**src/rtl/dram_arbiter.sv**
```systemverilog
// Two-port round-robin arbiter and refresh scheduler for a single-port 4K x 8 dram.
// Each access is one IDLE->ACCESS->IDLE round trip; refresh windows block all grants.
module dram_arbiter #(
    parameter int ADDR_W           = 12,
    parameter int DATA_W           = 8,
    parameter int REFRESH_INTERVAL = 512,
    parameter int REFRESH_CYCLES   = 4
) (
    input  logic              clk,
    input  logic              rst,
    input  logic              req_0,
    input  logic              req_1,
    input  logic              we_0,
    input  logic              we_1,
    input  logic [ADDR_W-1:0] addr_0,
    input  logic [ADDR_W-1:0] addr_1,
    input  logic [DATA_W-1:0] wdata_0,
    input  logic [DATA_W-1:0] wdata_1,
    output logic              gnt_0,
    output logic              gnt_1,
    output logic              rvalid_0,
    output logic              rvalid_1,
    output logic [DATA_W-1:0] rdata_0,
    output logic [DATA_W-1:0] rdata_1,
    output logic              refresh_busy,
    output logic [15:0]       refresh_count,
    output logic [ADDR_W-1:0] mem_address,
    output logic [DATA_W-1:0] mem_data_in,
    output logic              mem_we,
    input  logic [DATA_W-1:0] mem_data_out
);
    localparam int IW = (REFRESH_INTERVAL > 1) ? $clog2(REFRESH_INTERVAL) : 1;
    localparam int WW = (REFRESH_CYCLES > 1) ? $clog2(REFRESH_CYCLES) : 1;

    typedef enum logic [1:0] {
        IDLE    = 2'd0,
        ACCESS  = 2'd1,
        REFRESH = 2'd2
    } state_t;

    state_t              state_reg;
    logic [IW-1:0]       interval_reg;
    logic                refresh_pending_reg;
    logic [WW-1:0]       window_reg;
    logic                last_grant_reg;
    logic                port_reg;
    logic [1:0]          gnt_reg;
    logic                busy_reg;
    logic [15:0]         count_reg;
    logic [ADDR_W-1:0]   mem_address_reg;
    logic [DATA_W-1:0]   mem_data_in_reg;
    logic                mem_we_reg;

    logic [ADDR_W-1:0]   addr_arr [2];
    logic [DATA_W-1:0]   wdata_arr [2];
    logic [1:0]          we_vec;
    logic                win_valid;
    logic                win_port;
    logic                interval_wrap;
    logic                read_done;

    assign addr_arr[0]  = addr_0;
    assign addr_arr[1]  = addr_1;
    assign wdata_arr[0] = wdata_0;
    assign wdata_arr[1] = wdata_1;
    assign we_vec       = {we_1, we_0};

    // A lone request always wins; on a tie the port that did not win last time goes.
    assign win_valid = req_0 | req_1;
    always_comb begin
        win_port = req_1;
        if (req_0 && req_1) begin
            win_port = ~last_grant_reg;
        end
    end

    assign interval_wrap = (interval_reg == IW'(REFRESH_INTERVAL - 1));

    always_ff @(posedge clk) begin
        if (rst) begin
            state_reg           <= IDLE;
            interval_reg        <= '0;
            refresh_pending_reg <= 1'b0;
            window_reg          <= '0;
            last_grant_reg      <= 1'b1;
            port_reg            <= 1'b0;
            gnt_reg             <= '0;
            busy_reg            <= 1'b0;
            count_reg           <= '0;
            mem_address_reg     <= '0;
            mem_data_in_reg     <= '0;
            mem_we_reg          <= 1'b0;
        end else begin
            interval_reg <= interval_wrap ? '0 : interval_reg + 1'b1;
            gnt_reg      <= '0;
            mem_we_reg   <= 1'b0;

            unique case (state_reg)
                IDLE: begin
                    if (refresh_pending_reg) begin
                        state_reg           <= REFRESH;
                        refresh_pending_reg <= 1'b0;
                        window_reg          <= WW'(REFRESH_CYCLES - 1);
                        busy_reg            <= 1'b1;
                    end else if (win_valid) begin
                        state_reg         <= ACCESS;
                        mem_address_reg   <= addr_arr[win_port];
                        mem_data_in_reg   <= wdata_arr[win_port];
                        mem_we_reg        <= we_vec[win_port];
                        gnt_reg[win_port] <= 1'b1;
                        last_grant_reg    <= win_port;
                        port_reg          <= win_port;
                    end
                end
                ACCESS: begin
                    state_reg <= IDLE;
                end
                REFRESH: begin
                    if (window_reg == '0) begin
                        state_reg <= IDLE;
                        busy_reg  <= 1'b0;
                        count_reg <= count_reg + 16'd1;
                    end else begin
                        window_reg <= window_reg - 1'b1;
                    end
                end
                default: begin
                    state_reg <= IDLE;
                end
            endcase

            // Placed after the FSM so a wrap on the same edge as a clear is never lost.
            if (interval_wrap) begin
                refresh_pending_reg <= 1'b1;
            end
        end
    end

    // A read completes on the edge that ends ACCESS; the dram output is live then.
    assign read_done = (state_reg == ACCESS) && !mem_we_reg;

    for (genvar gi = 0; gi < 2; gi++) begin : g_rd
        logic              rvalid_q;
        logic [DATA_W-1:0] rdata_q;
        logic              hit;

        assign hit = read_done && (port_reg == 1'(gi));

        always_ff @(posedge clk) begin
            if (rst) begin
                rvalid_q <= 1'b0;
                rdata_q  <= '0;
            end else begin
                rvalid_q <= hit;
                if (hit) begin
                    rdata_q <= mem_data_out;
                end
            end
        end
    end

    assign gnt_0         = gnt_reg[0];
    assign gnt_1         = gnt_reg[1];
    assign rvalid_0      = g_rd[0].rvalid_q;
    assign rvalid_1      = g_rd[1].rvalid_q;
    assign rdata_0       = g_rd[0].rdata_q;
    assign rdata_1       = g_rd[1].rdata_q;
    assign refresh_busy  = busy_reg;
    assign refresh_count = count_reg;
    assign mem_address   = mem_address_reg;
    assign mem_data_in   = mem_data_in_reg;
    assign mem_we        = mem_we_reg;

endmodule

```
**config.mk**
```make
export PLATFORM = sky130hd
export DESIGN_NAME = dram_arbiter
export DESIGN_NICKNAME = d
export VERILOG_FILES = /design/src/rtl/dram_arbiter.sv
export SDC_FILE = /design/constraint.sdc
export NUM_CORES = 1
export LEC_CHECK = 0
export CAP_MARGIN = 20
export CORE_ASPECT_RATIO = 0.8
export CORE_MARGIN = 3
export CORE_UTILIZATION = 40
export CTS_BUF_LIST = sky130_fd_sc_hd__clkbuf_16
export DETAILED_ROUTE_END_ITERATION = 8
export GPL_ROUTABILITY_DRIVEN = 0
export PLACE_DENSITY = 0.81
export SYNTH_ARGS = -nofsm -noshare
export SYNTH_HDL_FRONTEND = slang
export SYNTH_SLANG_ARGS = --single-unit
```
**constraint.sdc**
```tcl
create_clock -name clk -period 1.7 [get_ports clk]
set_input_delay 0.255 -clock clk [delete_from_list [all_inputs] [get_ports clk]]
set_output_delay 0.255 -clock clk [all_outputs]
set_load 0.02 [all_outputs]
```
==> impl_metrics.csv <==
group,metric,value,unit
run_status,status,"finished clean",
critical_path,end_kind,"primary output",
logic_synthesis,netlist_instances,335,
layout,drive_gt1_share,11.6,%
critical_path,rrSetupSlack,0.08,ns
die,start_util,42.5,%
detailed_routing,routedWlPerCell,13.3,um
logic_synthesis,synth_ff_type,"dfxtp_1",
critical_path,path_max_fanout,4,
sta,fin_tns_setup,0,ns
sta,slew_headroom,72.9,%
sta,rsz0062_at_grt,"false",
worst_hold_path,whs_endpoint,"refresh_pending_reg$_SDFFE_PP0P_",
sta,finClkSkew,0.00477,ns
critical_path,crit_path_max_incr_delay,0.64,ns
power,p_total,4.30,mW
global_route,antenna_found_initial,0,
worst_hold_path,hold_path.startpoint,"rst",
layout,layout_commonest_cell,"clkdlybuf4s50_1",
detailed_routing,num_vias,2737,
detailed_routing,drc_errors,0,
die,die_w,103,um
sta,slew_violations,0,
critical_path,cp-start-kind,"flip-flop",
clock_network,htree_levels,3,
critical_path,critical_path_class,"flip-flop to primary output",
layout,area_delta_synth_final,53.5,%
sta,hold_viol_final,0,
detailed_routing,drt-total-wl,7540,um
layout,largest_reg_flops,16,
logic_synthesis,ys_async_sr_fraction,0,%
detailed_routing,drtPass1Iterations,4,
sta,worst_pin_slew,0.406,ns
critical_path,cp.required,1.44,ns
sta,fmax,608,MHz
sta,finalSetupViolations,0,
power,clkPwrFrac,41.8,%
clock_network,cts_sinks,74,
die,coreArea,0.00713,mm2
placed_design,dp_hpwl,5570,um
global_route,grt_overflow,0,
layout,finalNetCount,518,
critical_path,cp.depth,1,
logic_synthesis,ys_seq_elements,74,
critical_path,cp_cell_sequence,"clkdlybuf4s50_1",
critical_path,crit_buf_inv,1,
critical_path,rr_endpoint,"refresh_count[13]$_SDFFE_PP0P_",
power,p_leak,1.80,nW
clock_network,clkLatencyLatePin,0.32,ns
worst_hold_path,holdPathStages,2,
layout,final_cell_mix,"clkdlybuf4s50_1, dfxtp_1, nor2_1",
logic_synthesis,yosys.cell_types.count,42,
power,irDropWorstVdd,0.613,mV
die,dieHeight,83.8,um
sta,final.min_clock_period,1.64,ns
sta,whs,0.378,ns
sta,fin_crit_sh,96.8,%
critical_path,worstReg2RegStart,"refresh_count[7]$_SDFFE_PP0P_",
global_route,grt_pass1_wl,12500,um
clock_network,cts_root_buffer,"clkbuf_16",
detailed_routing,viasPerCell,4.84,
power,seqPwrFrac,43.3,%
logic_synthesis,synth_edf_count,0,
power,p_int,3.28,mW
die,io-pin-count,112,
global_route,grt_pass1_vias,2776,
clock_network,numCtsBuffers,9,
power,pwr-share-comb,14.9,%
die,dieArea,0.00866,mm2
clock_network,clk_pin_slew_worst_paths,0.06,ns
critical_path,crit_family,"buffers and inverters",
critical_path,r2r_cells,4,
critical_path,critPathSlowestCell,"clkdlybuf4s50_1",
clock_network,tritoncts,"done",
layout,num_antenna_cells,0,
run,max-cap-violations,0,
worst_hold_path,hold_class,"input pin to flip-flop",
global_route,grt_max_degree,29,
detailed_routing,drt_iter0_markers,32,
detailed_routing,ant_nets,0,
global_route,grtUsageTotal,18.0,%
logic_synthesis,avgSynthCellArea,9.04,um2
clock_network,clk_path_buf_depth,2,
placed_design,port_buffers,111,
power,power_density,925,mW/mm2
logic_synthesis,synthesis.area,0.00303,mm2
logic_synthesis,syn-num-nets,393,
power,swShare,23.8,%
logic_synthesis,synth_warnings,0,
logic_synthesis,synth-seq-area-share,48.9,%
die,rows,27,
critical_path,cp_data_arrival_time,1.39,ns
power,netSwitchingPower,1.02,mW
[per-layer routing]
| layer | wire length [um] | global-route usage, % |
|---|---|---|
| met2 | 3690 | 29.8 |
| met5 | 0 | 0 |
| met4 | 39 | 5.53 |
| met3 | 597 | 6.85 |
| met1 | 3220 | 21.4 |
[cell usage after synthesis (2+ instances only)]
| cell type | count | area share (%) |
|---|---|---|
| dfxtp_1 | 74 | 49 |
| nor2_1 | 47 | 5.8 |
| nand2_1 | 39 | 4.8 |
| a21oi_1 | 27 | 4.5 |
| mux2i_1 | 22 | 7.3 |
| a211oi_1 | 20 | 5.0 |
| xor2_1 | 11 | 3.2 |
| clkbuf_1 | 10 | 1.2 |
| nand3_1 | 9 | 1.5 |
| o21ai_0 | 9 | 1.5 |
| inv_1 | 7 | 0.87 |
| buf_2 | 5 | 0.83 |
| ha_1 | 4 | 1.7 |
| nand4_1 | 4 | 0.83 |
| o31ai_1 | 4 | 0.99 |
| or3_1 | 4 | 0.83 |
| or4_1 | 4 | 0.99 |
| nor3_1 | 3 | 0.50 |
| a211oi_2 | 2 | 0.83 |
| and2_1 | 2 | 0.41 |
| and3_1 | 2 | 0.41 |
| buf_4 | 2 | 0.50 |
| buf_6 | 2 | 0.74 |
| nor2b_1 | 2 | 0.41 |
| or2_2 | 2 | 0.41 |
| xnor2_1 | 2 | 0.58 |
[power by group through the flow]
| stage | logic [mW] | clock network, mW | registers [mW] |
|---|---|---|---|
| floorplan | 0.223 | 0 | 1.98 |
| global placement | 0.626 | 0 | 1.90 |
| detailed placement | 0.639 | 0 | 1.90 |
| CTS | 0.642 | 1.85 | 1.86 |
| global route | 0.691 | 1.93 | 1.87 |
| finish | 0.638 | 1.80 | 1.86 |
[worst register-to-register path, stage by stage, from the launching register on]
cell	delay, ns
dfxtp_1	0.37
and4_4	0.28
nand4_4	0.17
or4_1	0.55
a21oi_1	0.18
[logic make-up after synthesis]
kind of cell,count (synthesis),synth area share [%]
mux,22,7.27
xor+xnor,13,3.76
simple gates,127,19.8
fa+ha+maj,4,1.65
compound gates,68,14.3
flops,74,48.9
buf+inv,27,4.30
[cell type report]
cell class | instances | area [um2]
Fill cell | 594 | 2480
Sequential cell | 74 | 1480
Multi-Input combinational cell | 234 | 1420
Timing Repair Buffer | 134 | 1300
Clock buffer | 9 | 225
Tap cell | 101 | 126
Clock inverter | 7 | 61.3
Inverter | 7 | 26.3
[how the worst max path moves through the flow]
stage                                           endpoint                          start  slack, ns
after floorplan           refresh_count[14]$_SDFFE_PP0P_  refresh_count[0]$_SDFFE_PP0P_      0.001
after global placement       mem_data_in[5]$_SDFFE_PP0P_                          req_1       0.10
after detailed placement     mem_address[1]$_SDFFE_PP0P_                          req_0       0.03
after CTS                               refresh_count[8]  refresh_count[8]$_SDFFE_PP0P_      0.004
after global routing                    refresh_count[9]  refresh_count[9]$_SDFFE_PP0P_      0.001
final                                   refresh_count[9]  refresh_count[9]$_SDFFE_PP0P_       0.06
[per-stage QoR]
stage               instance area (um2)  setup slack (ns)  utilization (%)  cells
floorplan                          3030           0.00124                -    335
global placement                   4340             0.102             60.8    549
detailed placement                 4340            0.0267             60.8    549
CTS                                4630           0.00395             64.9    566
global route                       4650           0.00103             65.2    566
finish                             4650            0.0551             65.2    566
[repair_timing]
item | CTS | global route
buffers inserted | 1 | 0
pin swaps | 0 | 0
gates resized for setup | 0 | 8
setup endpoints to repair | 1 | 8
hold buffers | 0 | 0
(Power assumes the default switching activity.)
